==> src/rtl/imem_loader_if.sv <==
// Byte-stream input and instruction-memory write port of the program loader.
// Handshake: a byte transfers on a rising clk edge where byte_valid_i and byte_ready_o are both 1;
// the source holds byte_valid_i/byte_data_i stable until that edge, and ready never depends on valid.
interface imem_loader_if #(
  parameter int Width = 32,
  parameter int AddrW = 9
);
  logic             byte_valid_i;
  logic [7:0]       byte_data_i;
  logic             byte_ready_o;
  logic             we0;
  logic [AddrW-1:0] wr_addr0;
  logic [Width-1:0] wr_din0;

  modport master (
    output byte_valid_i, byte_data_i,
    input  byte_ready_o, we0, wr_addr0, wr_din0
  );

  modport slave (
    input  byte_valid_i, byte_data_i,
    output byte_ready_o, we0, wr_addr0, wr_din0
  );
endinterface

==> src/rtl/imem_loader.sv <==
// Boot loader: assembles little-endian words from a byte stream and writes them to
// consecutive instruction-memory addresses while holding the core in reset.
module imem_loader #(
  parameter int Depth = 128,
  parameter int Width = 32,
  parameter int AddrW = $clog2(Depth) + 2
) (
  input  logic                     clk,
  input  logic                     reset,
  input  logic                     start_i,
  input  logic [$clog2(Depth):0]   num_words_i,
  imem_loader_if.slave             bus,
  output logic                     busy_o,
  output logic                     done_o,
  output logic                     err_o,
  output logic                     cpu_hold_o,
  output logic [1:0]               state_o
);
  localparam int BPW = Width / 8;
  localparam int CW  = $clog2(Depth) + 1;
  localparam int BIW = (BPW > 1) ? $clog2(BPW) : 1;

  localparam logic [1:0] S_IDLE  = 2'd0;
  localparam logic [1:0] S_LOAD  = 2'd1;
  localparam logic [1:0] S_WRITE = 2'd2;
  localparam logic [1:0] S_DONE  = 2'd3;

  logic [1:0]       state;
  logic [CW-1:0]    count;
  logic [CW-1:0]    word_cnt;
  logic [CW-1:0]    word_cnt_inc;
  logic [BIW-1:0]   byte_idx;
  logic [Width-1:0] word_buf;
  logic [Width-1:0] word_next;
  logic             accept;
  logic             last_byte;
  logic             start_ok;

  always_comb begin
    accept       = bus.byte_valid_i && bus.byte_ready_o && (state == S_LOAD);
    last_byte    = (byte_idx == BIW'(BPW - 1));
    word_cnt_inc = word_cnt + CW'(1);
    start_ok     = (num_words_i != '0) && (num_words_i <= CW'(Depth));
    word_next    = word_buf;
    word_next[int'(byte_idx) * 8 +: 8] = bus.byte_data_i;
  end

  // All outputs are registered: each branch sets the value that belongs to the state being entered.
  always_ff @(posedge clk or negedge reset) begin
    if (!reset) begin
      state            <= S_IDLE;
      count            <= '0;
      word_cnt         <= '0;
      byte_idx         <= '0;
      word_buf         <= '0;
      bus.byte_ready_o <= 1'b0;
      bus.we0          <= 1'b0;
      bus.wr_addr0     <= '0;
      bus.wr_din0      <= '0;
      busy_o           <= 1'b0;
      done_o           <= 1'b0;
      err_o            <= 1'b0;
    end else begin
      bus.we0 <= 1'b0;
      case (state)
        S_IDLE, S_DONE: begin
          if (start_i) begin
            done_o <= 1'b0;
            if (start_ok) begin
              count            <= num_words_i;
              word_cnt         <= '0;
              byte_idx         <= '0;
              word_buf         <= '0;
              err_o            <= 1'b0;
              busy_o           <= 1'b1;
              bus.byte_ready_o <= 1'b1;
              state            <= S_LOAD;
            end else begin
              err_o <= 1'b1;
              state <= S_IDLE;
            end
          end
        end
        S_LOAD: begin
          if (accept) begin
            word_buf <= word_next;
            if (last_byte) begin
              bus.byte_ready_o <= 1'b0;
              bus.we0          <= 1'b1;
              bus.wr_addr0     <= AddrW'(32'(word_cnt) * BPW);
              bus.wr_din0      <= word_next;
              state            <= S_WRITE;
            end else begin
              byte_idx <= byte_idx + 1'b1;
            end
          end
        end
        S_WRITE: begin
          word_cnt <= word_cnt_inc;
          byte_idx <= '0;
          word_buf <= '0;
          if (word_cnt_inc == count) begin
            busy_o <= 1'b0;
            done_o <= 1'b1;
            state  <= S_DONE;
          end else begin
            bus.byte_ready_o <= 1'b1;
            state            <= S_LOAD;
          end
        end
        default: state <= S_IDLE;
      endcase
    end
  end

  assign cpu_hold_o = busy_o;
  assign state_o    = state;
endmodule

==> src/flat_wrapper.sv <==
// flat-port wrapper written by rule: the top's interface ports become plain ports
module imem_loader_flat 
#(
  parameter int Depth = 128,
  parameter int Width = 32,
  parameter int AddrW = $clog2(Depth) + 2
)
  (clk, reset, start_i, num_words_i, busy_o, done_o, err_o, cpu_hold_o, state_o, bus_byte_valid_i, bus_byte_data_i, bus_byte_ready_o, bus_we0, bus_wr_addr0, bus_wr_din0);
  imem_loader_if #(.Width(Width), .AddrW(AddrW)) bus_i ();
  input  logic clk;
  input  logic reset;
  input  logic start_i;
  input  logic [$clog2(Depth):0] num_words_i;
  output logic busy_o;
  output logic done_o;
  output logic err_o;
  output logic cpu_hold_o;
  output logic [1:0] state_o;
  input wire logic [$bits(bus_i.byte_valid_i)-1:0] bus_byte_valid_i;
  input wire logic [$bits(bus_i.byte_data_i)-1:0] bus_byte_data_i;
  output wire logic [$bits(bus_i.byte_ready_o)-1:0] bus_byte_ready_o;
  output wire logic [$bits(bus_i.we0)-1:0] bus_we0;
  output wire logic [$bits(bus_i.wr_addr0)-1:0] bus_wr_addr0;
  output wire logic [$bits(bus_i.wr_din0)-1:0] bus_wr_din0;
  assign bus_i.byte_valid_i = bus_byte_valid_i;
  assign bus_i.byte_data_i = bus_byte_data_i;
  assign bus_byte_ready_o = bus_i.byte_ready_o;
  assign bus_we0 = bus_i.we0;
  assign bus_wr_addr0 = bus_i.wr_addr0;
  assign bus_wr_din0 = bus_i.wr_din0;
  imem_loader #(.Depth(Depth), .Width(Width), .AddrW(AddrW)) u_core (.clk(clk), .reset(reset), .start_i(start_i), .num_words_i(num_words_i), .bus(bus_i), .busy_o(busy_o), .done_o(done_o), .err_o(err_o), .cpu_hold_o(cpu_hold_o), .state_o(state_o));
endmodule
==> config.mk <==
export PLATFORM = sky130hd
export DESIGN_NAME = imem_loader_flat
export DESIGN_NICKNAME = d
export VERILOG_FILES = /design/src/rtl/imem_loader_if.sv /design/src/rtl/imem_loader.sv /design/src/flat_wrapper.sv
export SDC_FILE = /design/constraint.sdc
export NUM_CORES = 1
export LEC_CHECK = 0
export CORE_MARGIN = 2
export CORE_UTILIZATION = 40
export DETAILED_ROUTE_END_ITERATION = 8
export PLACE_DENSITY = 0.63
export SLEW_MARGIN = 20
export SYNTH_ARGS = -nofsm -noshare
export SYNTH_HDL_FRONTEND = slang
export SYNTH_SLANG_ARGS = --single-unit
==> constraint.sdc <==
create_clock -name clk -period 4.05 [get_ports clk]
set_input_delay 0.405 -clock clk [delete_from_list [all_inputs] [get_ports clk]]
set_output_delay 0.405 -clock clk [all_outputs]
set_load 0.005 [all_outputs]
* Yosys cells after proc, flatten, opt, wreduce, memory -nomap -nowiden *
Cells that the tools add are included.

operators by class
  add/subtract/negate cells = 3
  order comparisons = 1
  eq/ne operators = 12
  shifts and indexed selects = 2
  muxes and demuxes = 34
  reductions and logical operators = 17

operators by type and width
  operator                                                                  number
  32-bit two-way mux                                                        3
  32-bit case mux with 3 select lines                                       1
  5-bit negator with 33-bit output                                          1
  8-bit by 33-bit variable shift with 32-bit output (first input constant)  1
  8-bit by 33-bit indexed part select with 32-bit output                    1
  32-bit bitwise mux                                                        1
  3-bit AND reduction                                                       6
  2-bit two-way mux                                                         8
  8-bit two-way mux                                                         2
  8-bit case mux with 2 select lines                                        1
  1-bit two-way mux                                                         13
  2-bit case mux with 3 select lines                                        2
  8-bit by 1-bit adder with 8-bit output (second input constant)            1
  8-bit == test                                                             1
  8-bit <= comparator (second input constant)                               1
  2-bit by 1-bit inequality test with 1-bit output (second input constant)  4
  4-bit AND reduction                                                       2
  8-bit nonzero test                                                        1
  2-bit == test (second input constant)                                     3
  2-bit inequality test (second input constant)                             3
  5-bit AND reduction                                                       1
  1-bit case mux with 2 select lines                                        2
  1-bit logical AND                                                         3
  1-bit case mux with 3 select lines                                        1
  6 further kinds                                                           6

word-level totals
  flip-flop bits (word level) = 96
  input port bits = 20
  output and inout port bits = 49
  logic and storage cells = 81

* Logic depth before layout (Yosys ltp) *
  word-level depth = 5
  mapped depth = 9
  depth with buffers taken out = 7

* Worst setup path after synthesis *
Ideal clock, no wire load.

  path type = in2reg
  from = input num_words_i[2]
  to = register u_core.word_buf[0]
  setup time = 0.121 ns
  arrival = 2.223 ns
  required time = 3.929 ns
  slack = 1.706 ns
  stages = 7
  buffers on the path = 2
  path through = or4_4 -> or4_1 -> and3_1 -> buf_6 -> and3_4 -> buf_6 -> a22o_1

on the way
  longest elaborated chain between the ends = 4
  elaborated cells on any way between the ends = 5
  classes of those cells = order compare: 1; eq/ne: 1; reduce/logical: 3

ends and longest elaborated chain
  what                                                              RTL line            RTL
  start: declaration                                                flat_wrapper.sv:13  input logic [$clog2(Depth):0] num_words_i;
  8-bit <= comparator / 8-bit nonzero test (equally long branches)  imem_loader.sv:43   start_ok = (num_words_i != '0) && (num_words_i <= CW'(Depth));
  1-bit logical AND *                                               imem_loader.sv:43
  2-bit by 1-bit inequality test with 1-bit output (no line) *      -
  3-bit AND reduction (no line) *                                   -
  end signal: assignment                                            imem_loader.sv:86   word_buf <= word_next;
  end: declaration                                                  imem_loader.sv:33   logic [Width-1:0] word_buf;

Mark *: on every way between the ends. The rest lies on a longest branch, timed or not.
A chain may end at the register's enable or synchronous reset.

* Final worst setup path *
  from = input num_words_i[2]
  to = register u_core.word_buf[12]

Same word-level chain as after synthesis.

==> flow_summary.toml <==
[floorplan]
fp.dieArea_um2 = 12300
die_y_um = 111
die_w_um = 111
fp.coreArea_um2 = 11300
ios = 69
rows = 39
start_util_pct = 40.6

[clock_network]
ctsHoldBuffers = 0
post-cts-setup-buffers = 0
path_clk_slew_ns = 0.07
cts_max_level = 3
cts_tree = "yes"
cts-resized-gates = 0
numCtsBuffers = 9
ctsRootBufferMaster = "clkbuf_16"
cts.sinks = 96
clock_latency_ns = 0.35
cts_max_path_buffers = 2

[sta]
tightest_slew_ns = 0.960
clock.fmax_mhz = 390
fin_skew_ns = 0.00983
relSlewSlack_pct = 35.8
timing.final.crit_share_pct = 63.3
period_needed_ns = 2.56
rsz0062_at_grt = "no"
fin_setup_tns_ns = 0
fin_ws_ns = 1.49
drv_slew = 0
hold_viol = 0
setup_viol = 0

[outcome]
status = "completed"

[synthesis]
synthArstFlopShare_pct = 100
postSynthCellCount = 440
ys_types = 45
ys_warn_count = 0
synth_area_leader_cell = "dfrtp_1"
synth_seq_cells = 96
synth_area_um2 = 4580
synth.area.top_cells = "dfrtp_1, a22o_1, nor2b_1, o21ai_0, mux2_2"
synth_top_flop_cell = "dfrtp_1"
synth-seq-area-share_pct = 52.5
avgSynthCellArea_um2 = 10.4
synth_edf_count = 0
yosys.area.top_type_share_pct = 52.5

[worst_setup_path]
critPathCaptureType = "flip-flop"
reg2reg_to = "u_core.word_buf[12]$_DFFE_PN0P_"
cp.required_ns = 4.33
worst-path-max-fanout = 9
worstSetupStartpointType = "input pin"
cp_data_arrival_time_ns = 2.84
r2r-start = "u_core.state_o[0]$_DFFE_PN0P_"
r2r_setup_slack_ns = 1.49
worstRegToRegCells = 7
worstSetupPathType = "in2reg"

[detailed_routing]
num_vias = 3392
drt_iter0_markers = 160
post_drt_wl_per_cell_um = 16.0
dr.pass1.iters = 4
drc = 0
wirelength_um = 10200
vias_per_cell = 5.34
ant_nets = 0

[finish]
finalNetCount = 517
syn2layout_area_growth_pct = 21.2
drive_above_1_share_pct = 8.94
diodes = 0
design_area_um2 = 5550

[power]
p_per_area_nw_per_um2 = 539
p_leak_nw = 2.41
max-vdd-ir-drop_uv = 277

[grt]
antenna_found_initial = 0
grt_start_max_net_pins = 67
grt_pass1_vias = 3197
grt_use_total_pct = 17.1
grt-ovfl-total = 0
grt_pass1_wl_um = 16800

[placement]
place_congestion = 0.766
post-place-ws_ns = 1.16
dp_hpwl_um = 7070
place_area_um2 = 5280
port_buffers = 66

[run]
maxCapViolations = 0

[worst_hold_path]
hold_class = "in2async"
==> worst max-delay path by stage <==
stage | startpoint | endpoint | slack [ns] | cells past startpoint
2_1_floorplan | num_words_i[2] | u_core.word_buf[0]$_DFFE_PN0P_ | 1.71 | 7
6_report | num_words_i[2] | u_core.word_buf[12]$_DFFE_PN0P_ | 1.49 | 6
3_5_place_dp | num_words_i[2] | u_core.word_buf[12]$_DFFE_PN0P_ | 1.16 | 6
5_1_grt | u_core.state_o[1]$_DFFE_PN0P_ | u_core.bus.wr_din0[23]$_DFFE_PN0P_ | 1.32 | 8
4_1_cts | u_core.state_o[0]$_DFFE_PN0P_ | u_core.word_buf[12]$_DFFE_PN0P_ | 1.52 | 7
3_3_place_gp | num_words_i[2] | u_core.word_buf[19]$_DFFE_PN0P_ | 1.19 | 6
==> routing by layer <==
layer	part of all wire (%)	track usage, %	vias to the layer above	wire [um]
met1	49	24.3	1633	4940
met2	46	26.1	91	4650
met3	4.3	3.39	10	436
li1	-	-	1658	-
met5	0	0	-	0
met4	1.5	6.42	0	152
==> cells in the mapped netlist (4+ instances only) <==
master	n
a21oi_1	35
a22o_1	37
a31oi_1	4
and3_4	4
buf_1	9
buf_6	5
clkbuf_1	17
dfrtp_1	96
ha_1	9
inv_1	11
mux2_2	16
nand2_1	44
nand3_1	14
nor2_1	6
nor2b_1	35
o21ai_0	43
o21ai_1	5
or3_1	6
xnor2_1	4
xor2_1	5
==> logic make-up after synthesis <==
logic type	count (synthesis)	share of synthesized area, %
flops	96	52.5
mux	18	4.37
compound gates	138	19.1
xor+xnor	9	1.72
fa+ha+maj	9	2.46
buf+inv	45	4.76
simple gates	124	15.1
other cells	1	0.0819
==> critical path, stage by stage <==
cell and delay (ns):
clkdlybuf4s50_1 0.41, or4_4 0.56, or4_1 0.53, and3_1 0.32
o21ai_1 0.39, a22o_1 0.22
==> power by group <==
group,total (W),switching [W],internal (W),leakage [nW]
Clock,0.000792,0.000363,0.000428,0.130
Combinational,0.000967,0.000557,0.000410,0.981
Sequential,0.00123,0.000133,0.00110,1.30
==> registers in the layout (all words and copies together), names as in the netlist <==
register                 count
u_core.done_o                1
u_core.busy_o                1
u_core.word_cnt              8
u_core.byte_idx              2
u_core.bus.wr_din0          32
u_core.bus.wr_addr0          7
u_core.bus.we0               1
u_core.word_buf             32
u_core.bus.byte_ready_o      1
u_core.state_o               2
u_core.count                 8
u_core.err_o                 1
==> cell usage in the layout (no fill, tap or decap), drive strengths merged, types with 2 or more instances in the layout <==
cell / instances
a211oi: 2
a21oi: 35
a22o: 37
a31oi: 4
and2: 2
and3: 7
buf: 5
clkbuf: 10
clkdlybuf4s50: 65
clkinv: 3
clkinvlp: 2
conb: 2
dfrtp: 96
ha: 9
inv: 11
mux2: 16
mux2i: 2
nand2: 44
nand3: 14
nor2: 6
nor2b: 35
nor4bb: 2
o21ai: 48
o22ai: 2
or3: 6
or4: 2
or4b: 2
xnor2: 4
xor2: 5
==> stage by stage <==
| step | util, % | hold slack, ns | power, W | std cells |
|---|---|---|---|---|
| final | 49.2 | 0.154 | 0.00299 | 635 |
| after global routing | 49.2 | 0.226 | 0.00319 | 635 |
| after CTS | 49.2 | 0.195 | 0.00301 | 635 |
| after detailed placement | 46.8 | 0.469 | 0.00222 | 620 |
| after global placement | 46.8 | 0.457 | 0.00219 | 620 |
| after floorplan | - | 0.109 | 0.00190 | 441 |
==> layout make-up <==
class | count | area (um2)
clock buffers | 10 | 239
clock inverters | 5 | 33.8
fillers | 1082 | 5720
inverters | 11 | 41.3
multi-input cells | 300 | 1970
flip-flops and latches | 96 | 2400
well taps | 143 | 179
repair buffers | 70 | 688
Note: power is estimated with default switching activity, not from simulation.
